## src/rtl/ctrl_pkg.sv

```systemverilog
// Shared definitions for the multi-cycle sequencer: state encodings,
// default handshake timeout and the bundled decoder control lines.
package ctrl_pkg;

  // Default number of cycles a memory request may wait for its ack.
  localparam int ACK_TIMEOUT_DEF = 16;

  // Width of the shared handshake wait counter.
  localparam int WAIT_W = 8;

  // Sequencer states; encodings are visible on the state output.
  typedef enum logic [2:0] {
    ST_IDLE   = 3'd0,
    ST_FETCH  = 3'd1,
    ST_DECODE = 3'd2,
    ST_EXEC   = 3'd3,
    ST_MEM    = 3'd4,
    ST_WB     = 3'd5,
    ST_HALTED = 3'd6,
    ST_ERR    = 3'd7
  } seq_state_e;

  // Control lines produced by the combinational instruction decoder.
  typedef struct packed {
    logic halt;
    logic reg_write;
    logic mem_write;
    logic sel_wb;
    logic jump;
    logic branch;
  } dec_bus_t;

  // Next-PC select: take the target on a jump or a taken branch.
  function automatic logic wb_pc_sel(input dec_bus_t d, input logic taken);
    return d.jump | (d.branch & taken);
  endfunction

  // Instructions that need a data-memory access before writeback.
  function automatic logic needs_mem(input dec_bus_t d);
    return d.mem_write | d.sel_wb;
  endfunction

endpackage

```

## src/rtl/ack_timer.sv

```systemverilog
// Wait counter shared by the FETCH and MEM handshakes. It is held at zero
// while clear is high, counts each enabled cycle, and flags expire once the
// count reaches LIMIT-1.
module ack_timer
  import ctrl_pkg::*;
#(
  parameter int LIMIT = ACK_TIMEOUT_DEF
) (
  input  logic clk,
  input  logic rst_n,
  input  logic clear,
  input  logic enable,
  output logic expire
);

  logic [WAIT_W-1:0] count;

  // Count unacknowledged cycles; saturate so the counter never wraps.
  always_ff @(posedge clk or negedge rst_n) begin
    if (!rst_n) begin
      count <= {WAIT_W{1'b0}};
    end else if (clear) begin
      count <= {WAIT_W{1'b0}};
    end else if (enable && (count != {WAIT_W{1'b1}})) begin
      count <= count + {{(WAIT_W-1){1'b0}}, 1'b1};
    end else begin
      count <= count;
    end
  end

  assign expire = (count == WAIT_W'(LIMIT - 1));

endmodule

```

## src/rtl/mc_sequencer.sv

```systemverilog
// Multi-cycle instruction sequencer for the 16-bit core. Steps each
// instruction through FETCH, DECODE, EXEC, optional MEM and WB, runs the
// instruction/data memory handshakes and stops on halt or ack timeout.
// Every output except ir_we is a flop loaded together with the next state.
module mc_sequencer
  import ctrl_pkg::*;
#(
  parameter int ACK_TIMEOUT = ACK_TIMEOUT_DEF,
  parameter int RET_W       = 16
) (
  input  logic             clk,
  input  logic             rst_n,
  input  logic             start,
  output logic             imem_req,
  input  logic             imem_ack,
  output logic             dmem_req,
  output logic             dmem_we,
  input  logic             dmem_ack,
  input  logic             dec_halt,
  input  logic             dec_reg_write,
  input  logic             dec_mem_write,
  input  logic             dec_sel_wb,
  input  logic             dec_jump,
  input  logic             dec_branch,
  input  logic             br_taken,
  output logic             ir_we,
  output logic             pc_we,
  output logic             pc_sel,
  output logic             rf_we,
  output logic [2:0]       state,
  output logic             halted,
  output logic             err,
  output logic [RET_W-1:0] retired
);

  seq_state_e cur_state;
  dec_bus_t   dec;
  logic       timer_clear;
  logic       timer_en;
  logic       timer_expire;
  logic       in_fetch;
  logic       in_mem;

  assign dec = '{halt:      dec_halt,
                 reg_write: dec_reg_write,
                 mem_write: dec_mem_write,
                 sel_wb:    dec_sel_wb,
                 jump:      dec_jump,
                 branch:    dec_branch};

  assign in_fetch = (cur_state == ST_FETCH);
  assign in_mem   = (cur_state == ST_MEM);

  // The counter sits at zero outside the two wait states, so it starts from
  // zero on every entry to FETCH or MEM and only counts missing acks there.
  assign timer_clear = !(in_fetch || in_mem);
  assign timer_en    = (in_fetch && !imem_ack) || (in_mem && !dmem_ack);

  ack_timer #(
    .LIMIT (ACK_TIMEOUT)
  ) u_ack_timer (
    .clk    (clk),
    .rst_n  (rst_n),
    .clear  (timer_clear),
    .enable (timer_en),
    .expire (timer_expire)
  );

  // IR load must coincide with the fetch data, so it follows the ack directly.
  assign ir_we = in_fetch && imem_ack;
  assign state = cur_state;

  // Sequencer FSM: next state plus the registered strobes for that state.
  always_ff @(posedge clk or negedge rst_n) begin
    if (!rst_n) begin
      cur_state <= ST_IDLE;
      imem_req  <= 1'b0;
      dmem_req  <= 1'b0;
      dmem_we   <= 1'b0;
      pc_we     <= 1'b0;
      pc_sel    <= 1'b0;
      rf_we     <= 1'b0;
      halted    <= 1'b0;
      err       <= 1'b0;
      retired   <= {RET_W{1'b0}};
    end else begin
      // Strobes are single-state; each transition below re-asserts its own.
      imem_req <= 1'b0;
      dmem_req <= 1'b0;
      dmem_we  <= 1'b0;
      pc_we    <= 1'b0;
      pc_sel   <= 1'b0;
      rf_we    <= 1'b0;
      halted   <= 1'b0;
      err      <= 1'b0;
      retired  <= retired;
      case (cur_state)
        ST_IDLE: begin
          if (start) begin
            cur_state <= ST_FETCH;
            imem_req  <= 1'b1;
          end else begin
            cur_state <= ST_IDLE;
          end
        end
        ST_FETCH: begin
          if (imem_ack) begin
            cur_state <= ST_DECODE;
          end else if (timer_expire) begin
            cur_state <= ST_ERR;
            err       <= 1'b1;
          end else begin
            cur_state <= ST_FETCH;
            imem_req  <= 1'b1;
          end
        end
        ST_DECODE: begin
          cur_state <= ST_EXEC;
        end
        ST_EXEC: begin
          if (dec.halt) begin
            cur_state <= ST_HALTED;
            halted    <= 1'b1;
          end else if (needs_mem(dec)) begin
            cur_state <= ST_MEM;
            dmem_req  <= 1'b1;
            dmem_we   <= dec.mem_write;
          end else begin
            cur_state <= ST_WB;
            pc_we     <= 1'b1;
            pc_sel    <= wb_pc_sel(dec, br_taken);
            rf_we     <= dec.reg_write;
          end
        end
        ST_MEM: begin
          if (dmem_ack) begin
            cur_state <= ST_WB;
            pc_we     <= 1'b1;
            pc_sel    <= wb_pc_sel(dec, br_taken);
            rf_we     <= dec.reg_write;
          end else if (timer_expire) begin
            cur_state <= ST_ERR;
            err       <= 1'b1;
          end else begin
            cur_state <= ST_MEM;
            dmem_req  <= 1'b1;
            dmem_we   <= dec.mem_write;
          end
        end
        ST_WB: begin
          cur_state <= ST_FETCH;
          imem_req  <= 1'b1;
          if (retired != {RET_W{1'b1}}) begin
            retired <= retired + RET_W'(1);
          end else begin
            retired <= retired;
          end
        end
        ST_HALTED: begin
          if (start) begin
            cur_state <= ST_FETCH;
            imem_req  <= 1'b1;
          end else begin
            cur_state <= ST_HALTED;
            halted    <= 1'b1;
          end
        end
        ST_ERR: begin
          cur_state <= ST_ERR;
          err       <= 1'b1;
        end
        default: begin
          cur_state <= ST_ERR;
          err       <= 1'b1;
        end
      endcase
    end
  end

endmodule

```

## config.mk

```make
export PLATFORM = sky130hd
export DESIGN_NAME = mc_sequencer
export DESIGN_NICKNAME = d
export VERILOG_FILES = /design/src/rtl/ctrl_pkg.sv /design/src/rtl/ack_timer.sv /design/src/rtl/mc_sequencer.sv
export SDC_FILE = /design/constraint.sdc
export NUM_CORES = 1
export LEC_CHECK = 0
export ABC_AREA = 1
export CAP_MARGIN = 20
export CORE_ASPECT_RATIO = 0.75
export CORE_MARGIN = 5
export CORE_UTILIZATION = 45
export DETAILED_ROUTE_END_ITERATION = 12
export PLACE_DENSITY = 0.69
export SYNTH_ARGS = -nofsm -noshare
export SYNTH_HDL_FRONTEND = slang
export SYNTH_SLANG_ARGS = --single-unit
```

## constraint.sdc

```tcl
create_clock -name clk -period 1.7 [get_ports clk]
set_input_delay 0.255 -clock clk [delete_from_list [all_inputs] [get_ports clk]]
set_output_delay 0.255 -clock clk [all_outputs]
set_load 0.005 [all_outputs]
```

After elaboration in Yosys (flattened, before gate mapping)
Cells that the tools add are included. W data, S select, Z words.

Reduce and logical (&&, ||, !) cells: 11. Multiplexer cells: 43. Equal/unequal tests: 11. Bitwise logic cells: 3. Add/sub/neg operators: 2.

Operator list (count): $mux W1 (26); $pmux W3 S8 (1); $add A16 B1 Y16 const B (1); $mux W8 (2); $ne A16 B16 Y1 const B (1); $eq A3 B3 Y1 const B (4); $pmux W1 S2 (6); $mux W3 (3); $add A8 B1 Y8 const B (1); $eq A8 B4 Y1 const B (1); $ne A8 B8 Y1 const B (1); $eq A3 B2 Y1 const B (2); $mux W2 (3); $pmux W1 S3 (2); $logic_and A1 B1 Y1 (4); $eq A3 B1 Y1 const B (1); $logic_not A3 Y1 (1); $logic_not A1 Y1 (2); $logic_or A1 B1 Y1 (2); $ne A2 B1 Y1 const B (1); $or A1 B1 Y1 (2); $reduce_and A2 Y1 (1); $reduce_or A2 Y1 (1); $and A1 B1 Y1 (1).

Logic and storage cells: 81. Flip-flop bits (word level): 35. Input port bits: 12. Output and inout bits: 28.

Longest topological paths before layout
Gate-level depths: netlist of the first run.

Depth after elaboration: 6. Gate-level depth with buffers: 10. Mapped depth without buffers: 9.

Modules after synthesis
A second synthesis of the first run with hierarchy kept.

Cell total of the unflattened synthesis: 284. Area total of the unflattened synthesis: 2048.2 um2.

By module, submodules not included: mc_sequencer (sequential area each 675.6 um2, times used 1, cells each 210, area each 1524.0 um2); ack_timer (sequential area each 200.2 um2, times used 1, cells each 74, area each 524.3 um2).

Least setup slack after synthesis of the first run
Ideal clock, no wire load.

Path type: reg2reg. Start point: reg retired[0]. End point: reg retired[15]. Cell stages (with the launch flop): 9. Setup time: 0.117 ns. Arrival: 1.377 ns. Data required time: 1.583 ns. Clock period less this slack: 1.494 ns. Setup slack: 0.206 ns. Buffers on the path: 0. Cell sequence: dfrtp_1 -> ha_1 -> nand2_1 -> nor2_1 -> nand2_1 -> o21ai_4 -> inv_2 -> nand2_1 -> nand2_1.

Cells in the longest elaborated chain, start to end: 2. Elaborated cells between the ends (all ways): 3. Classes of those cells: add/sub: 1; eq/ne: 1; reduce/logical: 1.

Ends and longest elaborated chain: start, declared (RTL line mc_sequencer.sv:33) `output logic [RET_W-1:0] retired`; start signal, assigned (RTL line mc_sequencer.sv:85) `retired <= {RET_W{1'b0}};`; start signal, assigned (RTL line mc_sequencer.sv:96) `retired <= retired;`; start signal, assigned (RTL line mc_sequencer.sv:154) `retired <= retired + RET_W'(1);`; parallel branches: the longest is 2 deep, another holds $add A16 B1 Y16.

Parallel ways; which one is timed is not known. A chain may end at the register's enable or synchronous reset.

Worst setup path in the final report of the first run
Start point: reg retired[9]. End point: out retired[9].

No word-level cell between the ends.

==> impl_metrics.yaml, run 1 <==
sta:
  fin_tns_setup_ns: 0
  min_period_ns: 1.60
  finalHoldViolations: 0
  fmax_ghz: 0.624
  skew_ns: 0.00624
  whs_ns: 0.378
  tightest_slew_ns: 0.440
  rsz0062_at_grt: "no"
  max_slew_margin_pct: 70.7
  slew_viol_final: 0
  setup-violations-final: 0
  finalCritPeriodShare_pct: 94.2
  postLayoutSetupSlackWorst_ns: 0.0979
placed_design:
  dp_hpwl_um: 3580
  numPortBuffers: 39
  pre_cts_ws_ns: 0.0508
  place.gp.congestion: 0.855
route:
  drt_iter0_markers: 103
  via_per_inst: 4.90
  drtPass1Iterations: 4
  wl_per_cell_um: 11.9
  vias: 1983
  drt_wl_total_um: 4800
  ant_nets: 0
  post-route-drc-count: 0
floorplanning:
  die_y_um: 68.7
  die-area_um2: 6070
  initial_core_util_pct: 46.3
  ios: 40
  die_x_um: 88.3
  core_area_um2: 4470
  num_rows: 21
global_route:
  grt_pass1_vias: 1773
  grt_pass1_wl_um: 8110
  grt_overflow: 0
  grt_max_degree: 36
  grtUsageTotal_pct: 17.3
  antenna_found_initial: 0
cts:
  cts_inserted_buffers: 5
  cts_buffer_depth: 2
  htreeDepth: 2
  cts_tree: "done"
  cts_sinks: 35
  clkTransAtPathRegs_ns: 0.07
  cts_root_buffer: "clkbuf_8"
  insertion_delay_ns: 0.28
synthesis:
  syn-cell-area_um2: 2070
  synth_fp_nets: 307
  yosys.cell_types.count: 22
  synth-seq-cells: 35
  syn-instance-count: 293
  yosysSeqAreaShare_pct: 42.3
  syn_avg_cell_area_um2: 7.06
  ys_warn_count: 0
status:
  status: "finished, final reports clean"
setup_path:
  required_ns: 1.44
  arrival_ns: 1.35
  cp_max_fo: 4
  worst_setup_path_end_kind: "primary output"
  crit_type: "register to primary output"
  crit_path_start_kind: "register"
final_layout:
  antenna_cells: 0
  fin_util_pct: 60.6
  nets: 361
  area_growth_syn_to_layout_pct: 30.9
  layout-drive-gt1-share_pct: 10.3
power:
  peakVddDrop_mv: 0.666
  p_per_area_nw_per_um2: 1070
  leakage_nw: 1.30
worst_hold_path:
  min_path_type: "input pin to async pin"
run:
  drv_cap: 0
## critical path: stages, from the launching register on
cell	delay (ns)
dfrtp_1	0.42
buf_4	0.15
clkdlybuf4s50_1	0.49
## placed cells by master (no fill, tap or decap), drive strengths merged, types with 2 or more instances in the layout
| cell | n |
|---|---|
| o21ai | 10 |
| clkbuf | 6 |
| ha | 2 |
| nor2 | 33 |
| o211ai | 4 |
| nand2 | 104 |
| xor2 | 5 |
| a21oi | 4 |
| buf | 14 |
| nor3 | 3 |
| nand3 | 28 |
| clkdlybuf4s50 | 38 |
| xnor2 | 6 |
| dfrtp | 35 |
| inv | 39 |
| nand4 | 12 |
## Yosys cell counts, drive strengths merged
master,n,area (um^2)
xnor2,6,52.6
nand2,104,395
nand4,12,75.1
inv,39,146
nor3,3,26.3
or2,1,6.26
o211ai,4,30.0
dfrtp,35,876
ha,2,25.0
xor2,5,43.8
buf,6,38.8
a21oi,4,20.0
nand3,28,140
nor2,33,124
o21ai,10,61.3
nand3b,1,7.51
## where the power goes
group | internal, mW | switching [mW]
sequential | 0.957 | 0.111
combinational | 0.571 | 0.677
clock | 0.286 | 0.306
## layer usage
metal | track usage (%) | wire length, um | share of wire [%] | up-vias
met5 | 0 | 0 | 0 | -
met4 | 5.85 | 49 | 1.0 | 0
met3 | 4.04 | 400 | 8.3 | 5
met2 | 25.0 | 1960 | 41 | 62
met1 | 25.4 | 2390 | 50 | 880
li1 | - | - | - | 1036
## path summary, 6_finish.rpt
kind | slack (ns) | endpoint | cells after the start | from
worst min-delay path | 0.38 | retired[1] | 2 | rst_n
worst max-delay path | 0.1 | retired[9] | 2 | retired[9]
worst min register to register | 0.55 | retired[8] | 1 | retired[8]
max in group asynchronous | 0.99 | state[2] | 2 | rst_n
min in group clk | 0.49 | rf_we | 3 | dec_reg_write
worst max register to register | 0.18 | err | 5 | u_ack_timer.count[0]
## cell families (layout without fill, tap and decap cells)
group	count (synthesis)	count (layout)	synth area share, %
flops	35	35	42.3
xor+xnor	11	11	4.66
simple gates	182	182	37.4
buf+inv	45	100	8.95
compound gates	18	18	5.38
fa+ha+maj	2	2	1.21
## state kept, by name (all words and copies together), names as in the netlist
signal             flops
err                    1
u_ack_timer.count      8
pc_we                  1
state                  3
dmem_req               1
dmem_we                1
retired               16
pc_sel                 1
imem_req               1
halted                 1
rf_we                  1
## cell type report
class                      instances  area, um^2
inverter                          39         146
clock inverter                     2        12.5
fill                             407        1760
timing repair buffer              53         494
multi-input combinational        213        1030
sequential                        35         877
clock buffer                       6        72.6
tap                               57        71.3
## repair_timing
action | in CTS | in global routing
hold buffers | 0 | 0
setup buffers | 2 | 0
resized for setup | 4 | 5
setup endpoints to repair | 1 | 16
## per-stage QoR
stage	instances	cell area, um^2	power, mW
6_report	405	2710	2.91
4_1_cts	405	2690	2.88
5_1_grt	405	2710	3.14
3_3_place_gp	395	2580	2.23
2_1_floorplan	293	2070	1.71
3_5_place_dp	395	2580	2.24
No activity file was read; power rests on OpenSTA's default activity.
==> run 2: changes to the inputs <==
--- a/config.mk
+++ b/config.mk
@@ -8,7 +8,6 @@
 export ABC_AREA = 1
 export CAP_MARGIN = 20
 export CORE_ASPECT_RATIO = 0.75
-export CORE_MARGIN = 5
 export CORE_UTILIZATION = 45
 export DETAILED_ROUTE_END_ITERATION = 12
 export PLACE_DENSITY = 0.69
==> impl_metrics.yaml, run 2 (synthesis results as in run 1) <==
status:
  status: "finished, final reports clean"
setup_path:
  worst_setup_path_end_kind: "primary output"
  reg2reg_to: "retired[0]"
  r2r_setup_slack_ns: 0.16
  ff2ff_path_depth: 7
  required_ns: 1.44
  r2r_start: "retired[0]"
  cp_max_fo: 5
  arrival_ns: 1.31
  crit_type: "register to primary output"
  crit_path_start_kind: "register"
sta:
  fin_tns_setup_ns: 0
  slew_viol_final: 0
  finalHoldViolations: 0
  max_slew_margin_pct: 69.6
  rsz0062_at_grt: "no"
  setup-violations-final: 0
  min_period_ns: 1.57
  finalCritPeriodShare_pct: 92.2
  postLayoutSetupSlackWorst_ns: 0.132
  tightest_slew_ns: 0.455
  skew_ns: 0.00826
  fmax_ghz: 0.638
route:
  drtPass1Iterations: 5
  drt_wl_total_um: 4850
  via_per_inst: 4.96
  wl_per_cell_um: 11.8
  vias: 2035
  post-route-drc-count: 0
  ant_nets: 0
  drt_iter0_markers: 171
final_layout:
  fillCellCount: 379
  ff_latch_area_um2: 878
  layout-drive-gt1-share_pct: 11.5
  largest_reg_flops: 16
  final_cell_mix: "nand2_1, clkdlybuf4s50_1, inv_1"
  multiInputGateArea_um2: 1010
  antenna_cells: 0
  nets: 368
  area_growth_syn_to_layout_pct: 34.7
  top_register: "retired"
  final_common_cell: "nand2_1"
floorplanning:
  die_y_um: 60.7
  ios: 40
  num_rows: 20
  die-area_um2: 4870
  core_area_um2: 4230
  die_x_um: 80.3
  initial_core_util_pct: 48.9
power:
  p_per_area_nw_per_um2: 1150
  combPwrFrac_pct: 39.4
  power_frac_seq_pct: 32.8
  leakage_nw: 1.36
  power.internal_mw: 2.12
  p_switching_mw: 1.08
  pwr-share-clk_pct: 27.8
  peakVddDrop_mv: 0.657
  switching_share_pct: 33.7
cts:
  cts_root_buffer: "clkbuf_8"
  cts_inserted_buffers: 5
  cts_sinks: 35
  cts_tree: "done"
  htreeDepth: 2
  clkTransAtPathRegs_ns: 0.07
  cts_buffer_depth: 2
  insertion_delay_ns: 0.29
placed_design:
  pre_cts_ws_ns: 0.0446
  numPortBuffers: 39
  dp_hpwl_um: 3550
  place.gp.congestion: 0.887
global_route:
  top_usage_layer: "met1"
  met3_usage_pct: 5.41
  grt_pass1_vias: 1750
  grt.met1_usage_pct: 33.1
  grtUsageTotal_pct: 22.0
  grt_pass1_wl_um: 8010
  grt_max_degree: 36
  grtUsageMet2_pct: 31.1
  antenna_found_initial: 0
  grt_overflow: 0
worst_hold_path:
  min_path_type: "input pin to async pin"
run:
  drv_cap: 0
## run 2: changes by cell type in the layout (fill, tap and decap cells not counted), sizes merged
cell      previous run  this run
clkinv               1         0
clkinvlp             1         0
buf                 14        21
bufinv               0         2
## run 2: worst max-delay path by stage
stage / from / end / slack [ns] / cells after the start
floorplan: retired[0] / retired[15] / 0.21 / 8
global placement: imem_ack / ir_we / 0.07 / 4
detailed placement: imem_ack / ir_we / 0.04 / 4
CTS: state[1] / state[1] / 0.13 / 2
global route: state[1] / u_ack_timer.count[3] / 0.01 / 10
finish: state[1] / state[1] / 0.13 / 2
## run 2: cell type report
type                       count  area share, %
multi-input combinational    213           36.3
timing repair buffer          60           19.6
sequential                    35           31.5
tap                           55           2.47
clock buffer                   6           2.61
clock inverter                 2           2.16
inverter                      39           5.26
## run 2: per-layer routing
layer  share of wire, %  vias to the layer above  wire, um
met4                1.0                        0        50
met5                  0                        -         0
li1                   -                     1044         -
met3                7.0                        5       341
met1                 52                      918      2540
met2                 40                       68      1920
## run 2: power by group through the flow
| stage | Clock, mW | Combinational [mW] | Sequential, mW |
|---|---|---|---|
| 2_1_floorplan | 0 | 0.641 | 1.07 |
| 3_3_place_gp | 0 | 1.17 | 1.08 |
| 3_5_place_dp | 0 | 1.18 | 1.08 |
| 4_1_cts | 0.917 | 1.25 | 1.05 |
| 5_1_grt | 0.954 | 1.40 | 1.07 |
| 6_report | 0.891 | 1.26 | 1.05 |
## run 2: what timing repair did
action	in CTS	in global routing
buffers inserted	3	0
setup endpoints to repair	1	0
resized for setup	5	0
hold buffers	0	0
## run 2: critical path, cell delays in order (launching register included)
cell and delay, ns:
dfrtp_1 0.38, buf_4 0.15, clkdlybuf4s50_1 0.49
## run 2: through the flow
| stage | utilization [%] | power [mW] | cell area [um^2] | hold WS (ns) | cells |
|---|---|---|---|---|---|
| after floorplan | - | 1.71 | 2070 | -0.0406 | 293 |
| after global routing | 65.9 | 3.42 | 2790 | 0.432 | 410 |
| final | 65.9 | 3.21 | 2790 | 0.383 | 410 |
| after global placement | 62.0 | 2.25 | 2620 | 0.541 | 399 |
| after detailed placement | 62.0 | 2.26 | 2620 | 0.536 | 399 |
| after CTS | 65.9 | 3.22 | 2790 | 0.400 | 410 |
==> run 3: changes to the inputs <==
--- a/config.mk
+++ b/config.mk
@@ -6,11 +6,12 @@
 export NUM_CORES = 1
 export LEC_CHECK = 0
 export ABC_AREA = 1
+export ABC_CLOCK_PERIOD_IN_PS = 1700
 export CAP_MARGIN = 20
 export CORE_ASPECT_RATIO = 0.75
 export CORE_UTILIZATION = 45
 export DETAILED_ROUTE_END_ITERATION = 12
-export PLACE_DENSITY = 0.69
+export PLACE_DENSITY = 0.74
 export SYNTH_ARGS = -nofsm -noshare
 export SYNTH_HDL_FRONTEND = slang
 export SYNTH_SLANG_ARGS = --single-unit
==> impl_metrics.yaml, run 3 (synthesis results as in run 1) <==
cts:
  cts_sinks: 35
  cts_inserted_buffers: 5
  cts_tree: "done"
  htreeDepth: 2
  cts_hold_buffers: 0
  insertion_delay_ns: 0.29
  cts_root_buffer: "clkbuf_8"
  clkTransAtPathRegs_ns: 0.07
  cts_buffer_depth: 2
setup_path:
  cp_max_fo: 8
  crit_type: "register to primary output"
  arrival_ns: 1.34
  cp_top_family: "buffers and inverters"
  worst_setup_path_end_kind: "primary output"
  slowest_delay_ns: 0.51
  reg2reg_to: "err"
  crit_path_start_kind: "register"
  r2r_setup_slack_ns: 0.13
  r2r_start: "u_ack_timer.count[1]"
  required_ns: 1.44
  crit_buf_inv: 2
  ff2ff_path_depth: 5
  slowest_stage: "clkdlybuf4s50_1"
  crit_chain: "buf_4 > clkdlybuf4s50_1"
sta:
  whs_ns: 0.373
  slew_viol_final: 0
  skew_ns: 0.00592
  min_period_ns: 1.59
  fin_tns_setup_ns: 0
  fmax_ghz: 0.628
  max_slew_margin_pct: 70.9
  postLayoutSetupSlackWorst_ns: 0.108
  setup-violations-final: 0
  rsz0062_at_grt: "no"
  finalHoldViolations: 0
  tightest_slew_ns: 0.436
  finalCritPeriodShare_pct: 93.7
final_layout:
  final_cell_mix: "nand2_1, clkdlybuf4s50_1, inv_1"
  final_common_cell: "nand2_1"
  area_growth_syn_to_layout_pct: 30.6
  largest_reg_flops: 16
  antenna_cells: 0
  fillCellCount: 377
  fin_util_pct: 63.9
  layout-drive-gt1-share_pct: 10.4
  nets: 361
  top_register: "retired"
route:
  post-route-drc-count: 0
  wl_per_cell_um: 11.6
  vias: 2023
  drt_iter0_markers: 200
  drtPass1Iterations: 4
  ant_nets: 0
  drt_wl_total_um: 4680
  via_per_inst: 5.03
global_route:
  grt_overflow: 0
  grtUsageTotal_pct: 21.7
  antenna_found_initial: 0
  grt_pass1_wl_um: 7990
  grt_max_degree: 36
  grt_pass1_vias: 1767
floorplanning:
  num_rows: 20
  die_y_um: 60.7
  die-area_um2: 4870
  initial_core_util_pct: 48.9
  ios: 40
  core_area_um2: 4230
  die_x_um: 80.3
placed_design:
  pre_cts_ws_ns: 0.0548
  place.gp.congestion: 0.899
  dp_hpwl_um: 3470
  numPortBuffers: 39
power:
  p_per_area_nw_per_um2: 1070
  leakage_nw: 1.32
  peakVddDrop_mv: 0.653
status:
  status: "finished, final reports clean"
worst_hold_path:
  min_path_type: "input pin to async pin"
run:
  drv_cap: 0
## run 3: how the worst max path moves through the flow
stage,cells after the start,end,startpoint
6_report,2,state[1],state[1]
5_1_grt,7,state[0],u_ack_timer.count[0]
4_1_cts,3,ir_we,state[0]
3_5_place_dp,4,ir_we,imem_ack
3_3_place_gp,4,ir_we,imem_ack
2_1_floorplan,8,retired[15],retired[0]
## run 3: worst reg2reg max path, stage by stage (launching register included)
cell	delay [ns]
dfrtp_1	0.40
ha_1	0.23
nand3_1	0.15
nor2_1	0.37
nand3_1	0.18
o211ai_1	0.14
## run 3: timing repair
item	CTS	global route
buffers inserted	2	0
endpoints found under the setup margin	1	9
pin swaps	0	0
gates resized for setup	3	5
## run 3: cell type report
| type | instances | area [um^2] | area share, % |
|---|---|---|---|
| multi-input combinational | 213 | 1020 | 37.8 |
| sequential | 35 | 878 | 32.5 |
| timing repair buffer | 53 | 498 | 18.4 |
| inverter | 39 | 146 | 5.42 |
| clock buffer | 6 | 82.6 | 3.06 |
| tap | 55 | 68.8 | 2.55 |
| clock inverter | 1 | 5.00 | 0.185 |
## run 3: power by group
part | internal (mW) | switching [mW]
combinational | 0.560 | 0.683
sequential | 0.960 | 0.0938
clock | 0.318 | 0.288
## run 3: per-stage QoR
stage | total power [mW] | instance area [um^2] | std cells
global route | 3.12 | 2700 | 402
global placement | 2.22 | 2580 | 393
floorplan | 1.71 | 2070 | 293
detailed placement | 2.24 | 2580 | 393
CTS | 2.89 | 2690 | 402
finish | 2.90 | 2700 | 402
## run 3: layer usage
metal	vias to the layer above	GRT usage, %	part of all wire [%]
met1	909	31.6	50
met2	72	31.7	42
li1	1033	-	-
met3	9	6.02	7.1
met4	0	6.63	1.5
met5	-	0	0
